File: config.mk
export PLATFORM = sky130hd
export DESIGN_NAME = keypad_entry
export DESIGN_NICKNAME = d
export VERILOG_FILES = /design/src/rtl/keypad_pkg.sv /design/src/rtl/key_debounce.sv /design/src/rtl/keypad_entry.sv
export SDC_FILE = /design/constraint.sdc
export NUM_CORES = 1
export LEC_CHECK = 0
export ABC_AREA = 0
export BUFFER_PORTS_ARGS = -buffer_cell sky130_fd_sc_hd__buf_2
export CAP_MARGIN = 25
export CORE_AREA = 2 2 105 107
export CTS_CLUSTER_DIAMETER = 60
export CTS_CLUSTER_SIZE = 14
export DETAILED_ROUTE_END_ITERATION = 10
export DIE_AREA = 0 0 107 109
export GPL_ROUTABILITY_DRIVEN = 1
export PLACE_DENSITY = 0.53
export RECOVER_POWER = 50
export REMOVE_ABC_BUFFERS = 1
export SLEW_MARGIN = 40
export SYNTH_ARGS = -nofsm -noshare
export SYNTH_HDL_FRONTEND = slang
export SYNTH_SLANG_ARGS = --single-unit
File: constraint.sdc
create_clock -name clk -period 2.2 [get_ports clk]
set_input_delay 0.33 -clock clk [delete_from_list [all_inputs] [get_ports clk]]
set_output_delay 0.33 -clock clk [all_outputs]
set_load 0.01 [all_outputs]
File: src/rtl/keypad_pkg.sv
// Shared definitions for the keypad entry block: key codes, debounce state
// encoding and the default debounce interval.
package keypad_pkg;

    localparam logic [3:0] KEY_0 = 4'h0;
    localparam logic [3:0] KEY_1 = 4'h1;
    localparam logic [3:0] KEY_2 = 4'h2;
    localparam logic [3:0] KEY_3 = 4'h3;
    localparam logic [3:0] KEY_4 = 4'h4;
    localparam logic [3:0] KEY_5 = 4'h5;
    localparam logic [3:0] KEY_6 = 4'h6;
    localparam logic [3:0] KEY_7 = 4'h7;
    localparam logic [3:0] KEY_8 = 4'h8;
    localparam logic [3:0] KEY_9 = 4'h9;
    localparam logic [3:0] KEY_A = 4'hA;
    localparam logic [3:0] KEY_B = 4'hB;
    localparam logic [3:0] KEY_C = 4'hC;
    localparam logic [3:0] KEY_D = 4'hD;
    localparam logic [3:0] KEY_E = 4'hE;
    localparam logic [3:0] KEY_F = 4'hF;

    localparam logic [3:0] KEY_ENTER = KEY_E;
    localparam logic [3:0] KEY_CLEAR = KEY_C;
    localparam logic [3:0] KEY_BACK  = KEY_F;

    // 5 ms at 100 MHz
    localparam int DEBOUNCE_CYCLES_DEFAULT = 500000;

    typedef enum logic [1:0] {
        ST_RELEASED,
        ST_PRESS_WAIT,
        ST_PRESSED,
        ST_RELEASE_WAIT
    } deb_state_t;

    function automatic logic is_digit(input logic [3:0] code);
        return code <= KEY_9;
    endfunction

endpackage

File: src/rtl/key_debounce.sv
// Press/release debouncer: one registered key_strobe per accepted press, with
// key_value holding the code sampled on the accepting cycle.
module key_debounce
    import keypad_pkg::*;
#(
    parameter int DEBOUNCE_CYCLES = DEBOUNCE_CYCLES_DEFAULT
) (
    input  logic       clk,
    input  logic       reset,
    input  logic [3:0] key_code,
    input  logic       key_down,
    output logic       key_strobe,
    output logic [3:0] key_value
);

    localparam int CW = $clog2(DEBOUNCE_CYCLES + 1);
    localparam logic [CW-1:0] CNT_MAX  = CW'(DEBOUNCE_CYCLES);
    localparam logic [CW-1:0] CNT_LAST = CW'(DEBOUNCE_CYCLES - 1);

    deb_state_t    state_q, state_d;
    logic [CW-1:0] cnt_q, cnt_d;
    logic [CW-1:0] cnt_inc;
    logic          key_strobe_q, key_strobe_d;
    logic [3:0]    key_value_q, key_value_d;

    assign cnt_inc = (cnt_q == CNT_MAX) ? cnt_q : cnt_q + CW'(1);

    // NOTE: every always_comb output gets a default first so no path infers a latch.
    always_comb begin
        state_d      = state_q;
        cnt_d        = cnt_q;
        key_strobe_d = 1'b0;
        key_value_d  = key_value_q;
        case (state_q)
            ST_RELEASED: begin
                if (key_down) begin
                    state_d = ST_PRESS_WAIT;
                    cnt_d   = CW'(1);
                end
            end
            ST_PRESS_WAIT: begin
                if (!key_down) begin
                    state_d = ST_RELEASED;
                    cnt_d   = '0;
                end else if (cnt_q >= CNT_LAST) begin
                    // This high cycle brings the count to DEBOUNCE_CYCLES.
                    state_d      = ST_PRESSED;
                    cnt_d        = cnt_inc;
                    key_strobe_d = 1'b1;
                    key_value_d  = key_code;
                end else begin
                    cnt_d = cnt_inc;
                end
            end
            ST_PRESSED: begin
                if (!key_down) begin
                    state_d = ST_RELEASE_WAIT;
                    cnt_d   = CW'(1);
                end
            end
            ST_RELEASE_WAIT: begin
                if (key_down) begin
                    state_d = ST_PRESSED;
                    cnt_d   = '0;
                end else if (cnt_q >= CNT_LAST) begin
                    state_d = ST_RELEASED;
                    cnt_d   = '0;
                end else begin
                    cnt_d = cnt_inc;
                end
            end
            default: begin
                state_d = ST_RELEASED;
                cnt_d   = '0;
            end
        endcase
    end

    // NOTE: sequential state uses non-blocking assignments only.
    always_ff @(posedge clk) begin
        if (reset) begin
            state_q      <= ST_RELEASED;
            cnt_q        <= '0;
            key_strobe_q <= 1'b0;
            key_value_q  <= '0;
        end else begin
            state_q      <= state_d;
            cnt_q        <= cnt_d;
            key_strobe_q <= key_strobe_d;
            key_value_q  <= key_value_d;
        end
    end

    assign key_strobe = key_strobe_q;
    assign key_value  = key_value_q;

endmodule

File: src/rtl/keypad_entry.sv
// Keypad front end: debounced key strobes feed a BCD entry buffer with
// backspace/clear/enter editing and a valid/ready hand-off of committed entries.
module keypad_entry #(
    parameter int         NUM_DIGITS      = 4,
    parameter int         DEBOUNCE_CYCLES = keypad_pkg::DEBOUNCE_CYCLES_DEFAULT,
    parameter logic [3:0] KEY_ENTER       = keypad_pkg::KEY_ENTER,
    parameter logic [3:0] KEY_CLEAR       = keypad_pkg::KEY_CLEAR,
    parameter logic [3:0] KEY_BACK        = keypad_pkg::KEY_BACK
) (
    input  logic                              clk,
    input  logic                              reset,
    input  logic [3:0]                        key_code,
    input  logic                              key_down,
    output logic                              key_strobe,
    output logic [3:0]                        key_value,
    output logic [4*NUM_DIGITS-1:0]           live_value,
    output logic [$clog2(NUM_DIGITS+1)-1:0]   live_len,
    output logic [4*NUM_DIGITS-1:0]           entry_value,
    output logic [$clog2(NUM_DIGITS+1)-1:0]   entry_len,
    output logic                              entry_valid,
    input  logic                              entry_ready
);

    import keypad_pkg::*;

    localparam int VW = 4 * NUM_DIGITS;
    localparam int LW = $clog2(NUM_DIGITS + 1);
    localparam logic [LW-1:0] MAX_LEN = LW'(NUM_DIGITS);

    logic [VW-1:0] live_value_q, live_value_d;
    logic [LW-1:0] live_len_q, live_len_d;
    logic [VW-1:0] entry_value_q, entry_value_d;
    logic [LW-1:0] entry_len_q, entry_len_d;
    logic          entry_valid_q, entry_valid_d;

    key_debounce #(
        .DEBOUNCE_CYCLES(DEBOUNCE_CYCLES)
    ) u_debounce (
        .clk       (clk),
        .reset     (reset),
        .key_code  (key_code),
        .key_down  (key_down),
        .key_strobe(key_strobe),
        .key_value (key_value)
    );

    always_comb begin
        live_value_d  = live_value_q;
        live_len_d    = live_len_q;
        entry_value_d = entry_value_q;
        entry_len_d   = entry_len_q;
        entry_valid_d = entry_valid_q;

        if (entry_valid_q && entry_ready) begin
            entry_valid_d = 1'b0;
        end

        // Keys are dropped while an entry is pending, including its accept cycle.
        if (key_strobe && !entry_valid_q) begin
            if (is_digit(key_value)) begin
                if (live_len_q < MAX_LEN) begin
                    live_value_d = (live_value_q << 4) | VW'(key_value);
                    live_len_d   = live_len_q + LW'(1);
                end
            end else if (key_value == KEY_BACK) begin
                if (live_len_q != '0) begin
                    live_value_d = live_value_q >> 4;
                    live_len_d   = live_len_q - LW'(1);
                end
            end else if (key_value == KEY_CLEAR) begin
                live_value_d = '0;
                live_len_d   = '0;
            end else if (key_value == KEY_ENTER) begin
                if (live_len_q != '0) begin
                    entry_value_d = live_value_q;
                    entry_len_d   = live_len_q;
                    entry_valid_d = 1'b1;
                    live_value_d  = '0;
                    live_len_d    = '0;
                end
            end
        end
    end

    always_ff @(posedge clk) begin
        if (reset) begin
            live_value_q  <= '0;
            live_len_q    <= '0;
            entry_value_q <= '0;
            entry_len_q   <= '0;
            entry_valid_q <= 1'b0;
        end else begin
            live_value_q  <= live_value_d;
            live_len_q    <= live_len_d;
            entry_value_q <= entry_value_d;
            entry_len_q   <= entry_len_d;
            entry_valid_q <= entry_valid_d;
        end
    end

    assign live_value  = live_value_q;
    assign live_len    = live_len_q;
    assign entry_value = entry_value_q;
    assign entry_len   = entry_len_q;
    assign entry_valid = entry_valid_q;

endmodule

==> flow_summary.yaml, run 1 <==
setup_path:
  rrSetupSlack_ns: 0.16
  critical_path_class: "reg2reg"
  end_kind: "register"
  cp_max_fo: 11
  startpoint_type: "register"
  critPathCapture: "u_debounce.cnt_q[10]"
  rr_startpoint: "u_debounce.cnt_q[1]"
  worstPathArrival_ns: 2.31
  r2r_end: "u_debounce.cnt_q[10]"
  critPathLaunch: "u_debounce.cnt_q[1]"
  worstPathRequired_ns: 2.47
  reg2regPathDepth: 7
sta:
  rsz0062_at_grt: "false"
  relSlewSlack_pct: 53.8
  finalSetupViolations: 0
  hold_slack_ns: 0.235
  hold_viol_final: 0
  setup_tns_ns: 0
  fin_skew_ns: 0.00866
  clock.fmax_ghz: 0.489
  min_period_ns: 2.04
  drv_slew: 0
  min_period_over_period_pct: 92.9
  tightest_slew_ns: 0.692
final_layout:
  fill_cells: 1123
  antenna_cells: 0
  multi_input_area_mm2: 0.00164
  design_area_mm2: 0.00371
  drive_gt1_share_pct: 14.4
  area_growth_pct: 20.7
  seqCellArea_mm2: 0.00130
  final_cells: 558
  nNetsFinal: 426
global_routing:
  grt_pass1_vias: 2552
  antenna_found_initial: 0
  grt_max_degree: 31
  grt-ovfl-total: 0
  grt_pass1_wl_mm: 13.1
  track_usage_pct: 14.0
placed_design:
  place_area_mm2: 0.00356
  dp_hpwl_mm: 5.42
  gp_congestion: 0.801
  dpl.cell_count: 542
  port_buffers: 51
floorplan:
  die_area_mm2: 0.0117
  die_y_um: 109
  rows: 38
  coreArea_mm2: 0.0106
  initial_core_util_pct: 29.0
  fp.dieW_um: 107
  io_pins: 52
yosys:
  synth_flop_cell: "dfxtp_1"
  synth_cell_types: 55
  synth_top_area_cell: "dfxtp_1"
  synthTopCellsByArea: "dfxtp_1, mux2i_1, nor2_1, a21oi_1, nand3_1"
  synth_seq_cells: 65
  synth.yosys.warnings: 0
  synth_area_mm2: 0.00307
  async_flop_share_pct: 0
  yosysMostFrequentCell: "dfxtp_1"
  syn_inst: 353
  synth_top_area_share_pct: 42.3
  synth_edf_count: 0
  synthTopCellsByCount: "dfxtp_1, nor2_1, mux2i_1, nand2_1, a21oi_1"
  synth.avg_cell_area_um2: 8.71
  ys_seq_area_share_pct: 42.3
clock_tree:
  cts_tree: "yes"
  clock-root-buffer: "clkbuf_8"
  cts_made_buffers: 9
  cts_hold_buf: 0
  htree_levels: 3
  cts_setup_buffers: 0
  cts_sinks: 65
  insertion_delay_ns: 0.34
  clk_path_buf_depth: 2
  cts_resized: 1
  clk_pin_slew_ns: 0.08
route:
  ant_nets: 0
  drtPass1Iterations: 5
  wl_mm: 7.80
  drt_iter0_drc: 198
  vias: 2774
  post_drt_wl_per_cell_um: 14.0
  detail_route.vias_per_cell: 4.97
  drc_errors: 0
run:
  maxCapViolations: 0
hold_path:
  hp-class: "in2reg"
power_and_ir_drop:
  p_leak_nw: 1.41
  power_mw: 2.31
  peakVddDrop_v: 0.000327
  power_density_mw_per_mm2: 623
outcome:
  outcome: "finished clean"
==> cells in the final DEF (no fill, tap or decap), types with 2 or more instances in the layout <==
cell type and instances:
nand4_1 5, mux2i_1 25, inv_6 3, buf_4 14, a221oi_1 9, nor2_1 46
a21oi_1 22, nand2b_1 3, nor2b_1 7, nand3_1 20, nand2_1 25, and3_1 9
o21ai_2 5, nor3_1 12, clkbuf_8 9, nor3_2 2, nor3b_1 3, a22o_1 3
inv_1 12, dfxtp_1 65, a21o_1 2, or3_1 3, clkbuf_1 44, a31o_2 2
buf_2 7, o21ai_0 11, a31oi_1 6, a21oi_2 2, buf_12 2, xnor2_1 2
a211oi_1 2, ha_1 5
==> cell families (layout without fill, tap and decap cells) <==
group | Yosys count | after routing | share of synthesized area (%)
XOR/XNOR | 3 | 3 | 0.855
buffers and inverters | 31 | 96 | 4.60
AND/OR/NAND/NOR | 145 | 145 | 24.0
adder cells (fa/ha/maj) | 5 | 5 | 2.04
AO/OA/AOI/OAI | 78 | 78 | 17.7
flip-flops | 65 | 65 | 42.3
multiplexers | 26 | 26 | 8.51
==> area by class of cell <==
class / instances / share of cell area (%)
clock buffers: 9 / 3.34
repair buffers: 68 / 9.44
well taps: 140 / 4.72
clock inverters: 7 / 2.09
inverters: 12 / 1.21
flip-flops and latches: 65 / 35.1
multi-input cells: 257 / 44.1
==> worst max-delay path, cell delays in order, from the launching register on <==
cell	delay, ns
dfxtp_1	0.35
ha_1	0.21
and4_4	0.22
nand4_1	0.12
a21oi_2	0.08
o31a_2	0.44
or3_2	0.47
o21ai_0	0.07
==> report_power, final <==
part           total (mW)  leakage, nW  internal [mW]  switching [mW]
sequential           1.18        0.524           1.18         0.00169
combinational      0.0757        0.787         0.0286          0.0471
clock                1.06        0.101          0.535           0.522
total                2.31         1.41           1.74           0.570
==> metrics by stage <==
| stage | setup WS [ns] | util (%) |
|---|---|---|
| after detailed placement | 0.0349 | 33.6 |
| after global routing | 0.00691 | 35.0 |
| after floorplan | 0.0346 | - |
| final | 0.156 | 35.0 |
| after global placement | 0.127 | 33.6 |
| after CTS | 0.149 | 35.5 |
==> how the worst min path moves through the flow <==
stage / start / endpoint / slack (ns) / depth (start not counted)
finish: key_code[1] / u_debounce.key_value[1] / 0.23 / 3
floorplan: reset / entry_valid / 0.40 / 1
global route: key_code[1] / u_debounce.key_value[1] / 0.25 / 3
detailed placement: entry_len[1] / entry_len[1] / 0.48 / 2
CTS: key_code[1] / u_debounce.key_value[1] / 0.23 / 3
global placement: entry_value[7] / entry_value[7] / 0.46 / 2
==> sequential cells by signal (all words and copies together), names as in the netlist, named ones only <==
name                   count
entry_len                  3
entry_valid                1
entry_value               16
live_len                   3
live_value                16
u_debounce.cnt_q          19
u_debounce.key_strobe      1
u_debounce.key_value       4
u_debounce.state_q         1
==> routing by layer <==
metal	part of all wire, %	routed length [um]	up-vias	track usage (%)
met2	45	3540	66	21.7
met5	0	0	-	0
li1	-	-	1400	-
met3	3.8	296	5	2.69
met1	50	3890	1303	19.6
met4	0.91	71	0	4.27
Power figures use the tool's default switching activity.
==> inputs of run 2 (changes only) <==
--- a/config.mk
+++ b/config.mk
@@ -8,15 +8,14 @@
 export ABC_AREA = 0
 export BUFFER_PORTS_ARGS = -buffer_cell sky130_fd_sc_hd__buf_2
 export CAP_MARGIN = 25
-export CORE_AREA = 2 2 105 107
+export CORE_AREA = 2 2 82 84
 export CTS_CLUSTER_DIAMETER = 60
 export CTS_CLUSTER_SIZE = 14
 export DETAILED_ROUTE_END_ITERATION = 10
-export DIE_AREA = 0 0 107 109
+export DIE_AREA = 0 0 84 86
 export GPL_ROUTABILITY_DRIVEN = 1
-export PLACE_DENSITY = 0.53
+export PLACE_DENSITY = 0.77
 export RECOVER_POWER = 50
-export REMOVE_ABC_BUFFERS = 1
 export SLEW_MARGIN = 40
 export SYNTH_ARGS = -nofsm -noshare
 export SYNTH_HDL_FRONTEND = slang
==> flow_summary.yaml, run 2 (synthesis results as in run 1) <==
clock_tree:
  insertion_delay_ns: 0.34
  clk_path_buf_depth: 2
  cts_sinks: 65
  clock-root-buffer: "clkbuf_8"
  cts_hold_buf: 0
  cts_tree: "yes"
  htree_levels: 3
  cts_made_buffers: 9
  clk_pin_slew_ns: 0.08
route:
  m1WireLength_mm: 3.23
  vias: 2750
  top_layer: "met4"
  met2_length_mm: 3.45
  drt_iter0_drc: 139
  drtPass1Iterations: 4
  wl_met3_um: 341
  drc_errors: 0
  wl_mm: 7.09
  post_drt_wl_per_cell_um: 14.5
  ant_nets: 0
  detail_route.vias_per_cell: 5.61
final_layout:
  largest_reg_flops: 19
  top_register: "u_debounce.cnt_q"
  final_common_cell: "dfxtp_1"
  area_growth_pct: 15.4
  final_cell_mix: "dfxtp_1, nor2_1, clkbuf_1, nand2_1, mux2i_1"
  nNetsFinal: 422
  fin_util_pct: 56.5
  design_area_mm2: 0.00355
  final_cells: 490
  antenna_cells: 0
  drive_gt1_share_pct: 12.8
sta:
  drv_slew: 0
  tightest_slew_ns: 0.743
  min_period_over_period_pct: 94.9
  fin_skew_ns: 0.0153
  finalSetupViolations: 0
  setup_tns_ns: 0
  hold_viol_final: 0
  relSlewSlack_pct: 50.5
  min_period_ns: 2.09
  fin_ws_ns: 0.112
  clock.fmax_ghz: 0.479
  rsz0062_at_grt: "false"
floorplan:
  die_y_um: 86
  coreArea_mm2: 0.00628
  die_area_mm2: 0.00722
  initial_core_util_pct: 49.0
  io_pins: 52
  fp.dieW_um: 84
  rows: 29
setup_path:
  cp_max_fo: 11
  crit_buf_inv: 0
  critical_path_class: "reg2reg"
  r2r_end: "u_debounce.cnt_q[10]"
  critical-path-slowest-cell: "or3_2"
  cp_slowest_stage_delay_ns: 0.47
  cp_top_family: "simple AND/OR/NAND/NOR gates"
  end_kind: "register"
  rrSetupSlack_ns: 0.11
  worstPathRequired_ns: 2.48
  worstPathArrival_ns: 2.37
  path_cells: "ha_1 > and4_4 > nand4_1 > a21oi_2 > o31a_2 > or3_2 > o21ai_0"
  rr_startpoint: "u_debounce.cnt_q[0]"
  startpoint_type: "register"
  reg2regPathDepth: 7
global_routing:
  grt-ovfl-total: 0
  grt_pass1_vias: 2515
  grt_max_degree: 51
  grt_pass1_wl_mm: 12.0
  track_usage_pct: 20.4
  antenna_found_initial: 0
placed_design:
  dp_hpwl_mm: 4.90
  pre_cts_slack_ns: 0.0522
  port_buffers: 51
  dpl.cell_count: 475
  place_area_mm2: 0.00343
  gp_congestion: 0.917
run:
  maxCapViolations: 0
outcome:
  outcome: "finished clean"
power_and_ir_drop:
  p_leak_nw: 1.36
  power_density_mw_per_mm2: 601
  peakVddDrop_v: 0.000380
hold_path:
  worstHoldPathCells: 3
  min_from: "key_code[1]"
  hp-class: "in2reg"
  min_to: "u_debounce.key_value[1]"
yosys:
  synth_fp_nets: 366
==> run 2: cell types whose count changed in the layout (fill, tap and decap cells not counted), moves of 2 or more <==
cell	previous run	this run
buf_12	2	0
buf_4	14	11
clkbuf_1	44	46
clkinv_4	1	3
inv_6	3	0
==> run 2: what timing repair did <==
item	in CTS	in global routing
setup endpoints to repair	0	11
setup buffers	0	0
gates resized for setup	0	3
==> run 2: worst max path at each step <==
| stage | cells after the start | start | to | slack [ns] |
|---|---|---|---|---|
| final | 7 | u_debounce.cnt_q[0] | u_debounce.cnt_q[10] | 0.11 |
| after detailed placement | 7 | u_debounce.cnt_q[0] | u_debounce.cnt_q[7] | 0.05 |
| after floorplan | 8 | u_debounce.cnt_q[0] | u_debounce.cnt_q[14] | 0.26 |
| after global placement | 7 | u_debounce.cnt_q[0] | u_debounce.cnt_q[7] | 0.12 |
| after CTS | 7 | u_debounce.cnt_q[0] | u_debounce.cnt_q[7] | 0.01 |
| after global routing | 7 | u_debounce.cnt_q[0] | u_debounce.cnt_q[10] | 0.04 |
==> run 2: worst min-delay path, stage by stage <==
cell     delay (ns)
buf_2          0.08
mux2i_1        0.06
nor2_1         0.08
==> run 2: where the power goes <==
group	switching (mW)	internal, mW	total [mW]
Sequential	0.00441	1.18	1.18
Combinational	0.0397	0.0237	0.0634
Clock	0.480	0.405	0.885
Total	0.524	1.61	2.13
==> run 2: metrics by stage <==
stage	hold WS (ns)	power, mW
after floorplan	0.461	1.25
after global placement	0.467	1.27
after detailed placement	0.479	1.27
after CTS	0.223	2.15
after global routing	0.226	2.21
final	0.238	2.13
==> run 2: final cells by class <==
class | count | area (um^2)
Inverter | 12 | 45.0
Timing Repair Buffer | 64 | 290
Multi-Input combinational cell | 257 | 1640
Sequential cell | 65 | 1300
Fill cell | 569 | 2730
Tap cell | 77 | 96.3
Clock inverter | 6 | 46.3
Clock buffer | 9 | 124
==> run 2: per-layer routing <==
metal / up-vias / global-route usage, %
li1: 1376 / -
met1: 1298 / 25.6
met2: 68 / 33.2
met3: 8 / 6.16
met4: 0 / 7.62
met5: - / 0
